**src/rtl/lsu_pkg.sv**
```systemverilog
// Shared constants for the load/store unit: funct3 codes and FSM states.
package lsu_pkg;
  localparam logic [2:0] F3_B  = 3'b000;
  localparam logic [2:0] F3_H  = 3'b001;
  localparam logic [2:0] F3_W  = 3'b010;
  localparam logic [2:0] F3_BU = 3'b100;
  localparam logic [2:0] F3_HU = 3'b101;

  localparam logic [2:0] S_IDLE   = 3'd0;
  localparam logic [2:0] S_LOAD   = 3'd1;
  localparam logic [2:0] S_RMW_RD = 3'd2;
  localparam logic [2:0] S_WRITE  = 3'd3;
  localparam logic [2:0] S_RESP   = 3'd4;
endpackage

```
**src/rtl/load_store_unit_align.sv**
```systemverilog
// Lane extraction, extension, sub-word merge and access legality.
// Purely combinational; the FSM in load_store_unit sequences it.
module lsu_align
  import lsu_pkg::*;
#(
  parameter int WID = 32
) (
  input  logic [WID-1:0] word,
  input  logic [1:0]     off,
  input  logic [2:0]     funct3,
  input  logic           we,
  input  logic [15:0]    wsub,
  output logic [WID-1:0] ldata,
  output logic [WID-1:0] mdata,
  output logic           err
);
  logic [7:0]  lane_b;
  logic [15:0] lane_h;
  logic        bad_f3;
  logic        mis;

  always_comb begin
    lane_b = word[{off, 3'b000} +: 8];
    lane_h = word[{off[1], 4'b0000} +: 16];

    unique case (funct3)
      F3_B:    ldata = {{(WID-8){lane_b[7]}}, lane_b};
      F3_H:    ldata = {{(WID-16){lane_h[15]}}, lane_h};
      F3_BU:   ldata = {{(WID-8){1'b0}}, lane_b};
      F3_HU:   ldata = {{(WID-16){1'b0}}, lane_h};
      default: ldata = word;
    endcase

    mdata = word;
    if (funct3 == F3_B)
      mdata[{off, 3'b000} +: 8] = wsub[7:0];
    else if (funct3 == F3_H)
      mdata[{off[1], 4'b0000} +: 16] = wsub;

    // stores only have b/h/w; loads add the unsigned variants
    if (we)
      bad_f3 = !(funct3 inside {F3_B, F3_H, F3_W});
    else
      bad_f3 = !(funct3 inside {F3_B, F3_H, F3_W, F3_BU, F3_HU});

    mis = ((funct3[1:0] == 2'b01) && off[0])
       || ((funct3[1:0] == 2'b10) && (off != 2'b00));
    err = bad_f3 || mis;
  end
endmodule

```
**src/rtl/load_store_unit.sv**
```systemverilog
// Load/store FSM for a word-wide data memory; sub-word stores
// are done as read-modify-write.
module load_store_unit
  import lsu_pkg::*;
#(
  parameter int WID = 32
) (
  input  logic           clk,
  input  logic           rst_n,
  input  logic           req_valid,
  output logic           req_ready,
  input  logic           req_we,
  input  logic [2:0]     req_funct3,
  input  logic [WID-1:0] req_addr,
  input  logic [WID-1:0] req_wdata,
  output logic           resp_valid,
  output logic [WID-1:0] resp_rdata,
  output logic           resp_err,
  output logic [WID-1:0] mem_addr,
  output logic [WID-1:0] mem_wd,
  output logic           mem_we,
  input  logic [WID-1:0] mem_rd
);
  logic [2:0]     state_q, state_d;
  logic           we_q, we_d;
  logic [2:0]     f3_q, f3_d;
  logic [WID-1:0] addr_q, addr_d;
  logic [WID-1:0] wd_q, wd_d;
  logic [WID-1:0] rdata_q, rdata_d;
  logic           err_q, err_d;

  logic           idle;
  logic           a_we;
  logic [2:0]     a_f3;
  logic [WID-1:0] a_addr;
  logic [WID-1:0] ldata;
  logic [WID-1:0] mdata;
  logic           a_err;

  // classify the live request in IDLE, the latched one afterwards
  assign idle   = (state_q == S_IDLE);
  assign a_we   = idle ? req_we     : we_q;
  assign a_f3   = idle ? req_funct3 : f3_q;
  assign a_addr = idle ? req_addr   : addr_q;

  assign req_ready  = idle;
  assign resp_valid = (state_q == S_RESP);
  assign resp_rdata = rdata_q;
  assign resp_err   = err_q;
  assign mem_addr   = {a_addr[WID-1:2], 2'b00};
  assign mem_wd     = wd_q;
  assign mem_we     = (state_q == S_WRITE);

  lsu_align #(.WID(WID)) u_align (
    .word   (mem_rd),
    .off    (a_addr[1:0]),
    .funct3 (a_f3),
    .we     (a_we),
    .wsub   (wd_q[15:0]),
    .ldata  (ldata),
    .mdata  (mdata),
    .err    (a_err)
  );

  always_comb begin
    state_d = state_q;
    we_d    = we_q;
    f3_d    = f3_q;
    addr_d  = addr_q;
    wd_d    = wd_q;
    rdata_d = rdata_q;
    err_d   = err_q;
    unique case (1'b1)
      (state_q == S_IDLE): begin
        if (req_valid) begin
          we_d    = req_we;
          f3_d    = req_funct3;
          addr_d  = req_addr;
          wd_d    = req_wdata;
          rdata_d = '0;
          err_d   = a_err;
          if (a_err)
            state_d = S_RESP;
          else if (!req_we)
            state_d = S_LOAD;
          else if (req_funct3 == F3_W)
            state_d = S_WRITE;
          else
            state_d = S_RMW_RD;
        end
      end
      (state_q == S_LOAD): begin
        rdata_d = ldata;
        state_d = S_RESP;
      end
      (state_q == S_RMW_RD): begin
        wd_d    = mdata;
        state_d = S_WRITE;
      end
      (state_q == S_WRITE): state_d = S_RESP;
      default:              state_d = S_IDLE;
    endcase
  end

  always_ff @(posedge clk or negedge rst_n) begin
    if (!rst_n) begin
      state_q <= S_IDLE;
      we_q    <= 1'b0;
      f3_q    <= '0;
      addr_q  <= '0;
      wd_q    <= '0;
      rdata_q <= '0;
      err_q   <= 1'b0;
    end else begin
      state_q <= state_d;
      we_q    <= we_d;
      f3_q    <= f3_d;
      addr_q  <= addr_d;
      wd_q    <= wd_d;
      rdata_q <= rdata_d;
      err_q   <= err_d;
    end
  end
endmodule

```
**config.mk**
```make
export PLATFORM = sky130hd
export DESIGN_NAME = load_store_unit
export DESIGN_NICKNAME = d
export VERILOG_FILES = /design/src/rtl/lsu_pkg.sv /design/src/rtl/load_store_unit_align.sv /design/src/rtl/load_store_unit.sv
export SDC_FILE = /design/constraint.sdc
export NUM_CORES = 1
export LEC_CHECK = 0
export ABC_AREA = 1
export CAP_MARGIN = 30
export CELL_PAD_IN_SITES_DETAIL_PLACEMENT = 1
export CELL_PAD_IN_SITES_GLOBAL_PLACEMENT = 1
export CORE_AREA = 2 2 142 144
export DETAILED_ROUTE_END_ITERATION = 10
export DIE_AREA = 0 0 144 146
export PLACE_DENSITY_LB_ADDON = 0.08
export SYNTH_ARGS = -nofsm -noshare
export SYNTH_HDL_FRONTEND = slang
export SYNTH_SLANG_ARGS = --single-unit
```
**constraint.sdc**
```tcl
create_clock -name clk -period 4.2 [get_ports clk]
set_clock_uncertainty 0.1 [all_clocks]
set_input_delay 0.84 -clock clk [delete_from_list [all_inputs] [get_ports clk]]
set_output_delay 0.84 -clock clk [all_outputs]
set_load 0.03 [all_outputs]
```
==> results.sh <==
export IMPL_outcome="completed"
export IMPL_clock_root_buffer="clkbuf_16"
export IMPL_peakVddDrop_v=0.000346
export IMPL_pin_count=203
export IMPL_fp_dieH_um=146
export IMPL_yosysSeqAreaShare=0.376
export IMPL_io_buffer_count=200
export IMPL_leakagePower_nw=4.58
export IMPL_drv_slew=0
export IMPL_setup_viol=0
export IMPL_nets=1344
export IMPL_grt_usage=0.242
export IMPL_grt_start_max_net_pins=66
export IMPL_holdCritStartpoint="we_q"
export IMPL_wl_mm=25.1
export IMPL_rr_startpoint="state_q[2]"
export IMPL_die_x_um=144
export IMPL_cp_end_kind="output port"
export IMPL_cts_setup_buffers=0
export IMPL_area_growth_pct=35.5
export IMPL_grt_pass1_wl_mm=40.1
export IMPL_grt_pass1_vias=7256
export IMPL_routed_via_density=4.92
export IMPL_ys_ff_latch=104
export IMPL_yosysTopAreaCell="dfrtp_1"
export IMPL_hold_buffers=0
export IMPL_dp_hpwl_mm=18.5
export IMPL_drc=0
export IMPL_crit_buf_inv=3
export IMPL_crit_required_ps=3260
export IMPL_period_needed_ps=3630
export IMPL_cp_slowest_cell="clkdlybuf4s50_1"
export IMPL_hold_violations=0
export IMPL_clkSinkCount=104
export IMPL_crit_fanout=37
export IMPL_placed_area_mm2=0.00910
export IMPL_rsz0062_at_grt="no"
export IMPL_synth_distinct_cells=32
export IMPL_synth_cells=1069
export IMPL_crit_type="reg -> out"
export IMPL_clk_latency_ps=360
export IMPL_maxCapViolCount=0
export IMPL_fillers=2543
export IMPL_layout_drive_gt1_share=0.0717
export IMPL_die_area_mm2=0.0210
export IMPL_syn_avg_cell_area_um2=6.48
export IMPL_clkSlewWorstSetupHoldPaths_ps=80
export IMPL_max_freq_mhz=275
export IMPL_yosys_top_cells_area="dfrtp_1, nand2_1, o21ai_0"
export IMPL_start_kind="flop"
export IMPL_drt_pass1_iter_count=5
export IMPL_tns_ps=0
export IMPL_initial_utilization=0.358
export IMPL_powerDensity_mw_per_mm2=809
export IMPL_vias=7416
export IMPL_startpoint="state_q[2]"
export IMPL_critPathMaxStageDelay_ps=740
export IMPL_syn_cell_area_mm2=0.00693
export IMPL_htreeDepth=3
export IMPL_gp_congestion=0.889
export IMPL_core_region_area_mm2=0.0193
export IMPL_floorplan_rows=51
export IMPL_post_cts_resized=0
export IMPL_hp_class="reg -> reg"
export IMPL_grt_ovfl_total=0
export IMPL_drtIter0Drc=436
export IMPL_antenna_found_initial=0
export IMPL_postRouteAntennaNets=0
export IMPL_synth_top_area_share=0.376
export IMPL_cts_tree="yes"
export IMPL_fin_area_mm2=0.00939
export IMPL_worstPathArrival_ps=2690
export IMPL_crit_chain="inv_1, nand2_4, buf_4, o21ai_0, clkdlybuf4s50_1"
export IMPL_numCtsBuffers=9
export IMPL_maxSlewHeadroom=0.409
export IMPL_wire_per_inst_um=16.7
export IMPL_tightest_slew_ps=886
export IMPL_diodes=0
export IMPL_clockBufferDepth=2
export IMPL_fin_crit_sh=0.865
export IMPL_cpLargestDelayFamily="buffers and inverters"
export IMPL_synth_warnings=0
[final cells by class]
cell class              count  area (um^2)  area share
inverters                  91          342      0.0364
well taps                 265          332      0.0353
repair buffers            215         2120       0.226
flip-flops and latches    104         2600       0.277
clock buffers              11          243      0.0258
multi-input cells         815         3700       0.394
clock inverters             5         48.8     0.00520
[synthesized netlist by cell type]
cell,count
inv_1,85
a21boi_1,16
o21bai_1,1
dfrtp_1,104
nor2_1,85
nand2_4,3
nor2_4,3
o21ai_0,114
nand3_2,3
nand2_1,420
o21ai_1,1
inv_2,5
ha_1,5
a21oi_2,1
nand4_1,16
nand2_2,6
a21oi_1,16
clkinv_1,1
clkbuf_1,30
buf_4,7
conb_1,1
nand3_1,72
nand3_4,2
buf_2,16
buf_1,4
buf_6,3
nand3b_1,1
nor3_1,9
a211oi_1,1
nor2_2,3
o211ai_1,6
or2_2,29
[cell usage in the layout, fill, tap and decap left out, types with 9 or more instances in the layout]
| cell | Yosys | routed |
|---|---|---|
| nor2_1 | 85 | 83 |
| nand4_1 | 16 | 16 |
| buf_4 | 7 | 15 |
| nand3_1 | 72 | 72 |
| inv_1 | 85 | 84 |
| nand2_1 | 420 | 420 |
| or2_2 | 29 | 29 |
| clkdlybuf4s50_1 | 0 | 199 |
| a21boi_1 | 16 | 16 |
| clkbuf_16 | 0 | 9 |
| dfrtp_1 | 104 | 104 |
| nor3_1 | 9 | 9 |
| a21oi_1 | 16 | 16 |
| o21ai_0 | 114 | 114 |
[worst paths after layout]
check	to	slack (ps)	cells after the start
worst max-delay path	mem_addr[17]	570	5
worst min-delay path	we_q	380	2
worst max register to register	mem_wd[30]	790	14
worst min register to register	we_q	380	2
max in group asynchronous	addr_q[17]	2750	2
min in group asynchronous	resp_rdata[21]	500	1
[worst min-delay path, cell delays in order (launching register included)]
cell and delay [ps]:
dfrtp_1 350, nand2_1 50, nand2_1 50
[report_power, final]
| group | switching, W | total, W | internal (W) |
|---|---|---|---|
| clock network | 0.000435 | 0.000867 | 0.000432 |
| logic | 0.00321 | 0.00495 | 0.00174 |
| registers | 0.000328 | 0.00178 | 0.00145 |
| total | 0.00398 | 0.00759 | 0.00362 |
[kinds of logic after synthesis]
kind of cell	share of synthesized area
adder cells (fa/ha/maj)	0.00903
buffers and inverters	0.0917
other	0.000541
AND/OR/NAND/NOR	0.401
AO/OA/AOI/OAI	0.122
flip-flops	0.376
[metrics by stage]
step | total power (W) | util | hold WS (ps) | cells | setup slack, ps
2_1_floorplan | 0.00501 | - | 342 | 1070 | 1350
3_3_place_gp | 0.00667 | 0.471 | 357 | 1490 | 594
3_5_place_dp | 0.00675 | 0.471 | 363 | 1490 | 513
4_1_cts | 0.00766 | 0.486 | 383 | 1506 | 507
5_1_grt | 0.00821 | 0.486 | 404 | 1506 | 373
6_report | 0.00759 | 0.486 | 379 | 1506 | 568
[routing by layer]
metal,share of wire,track usage,vias to the layer above
met3,0.060,0.0530,24
met5,0,0,-
met1,0.45,0.330,3517
met2,0.47,0.389,183
li1,-,-,3692
met4,0.017,0.0578,0
[registers in the layout (all words and copies together), names as in the netlist]
signal	flops
addr_q	32
f3_q	3
mem_wd	32
resp_err	1
resp_rdata	32
state_q	3
we_q	1
Power figures use the tool's default switching activity.
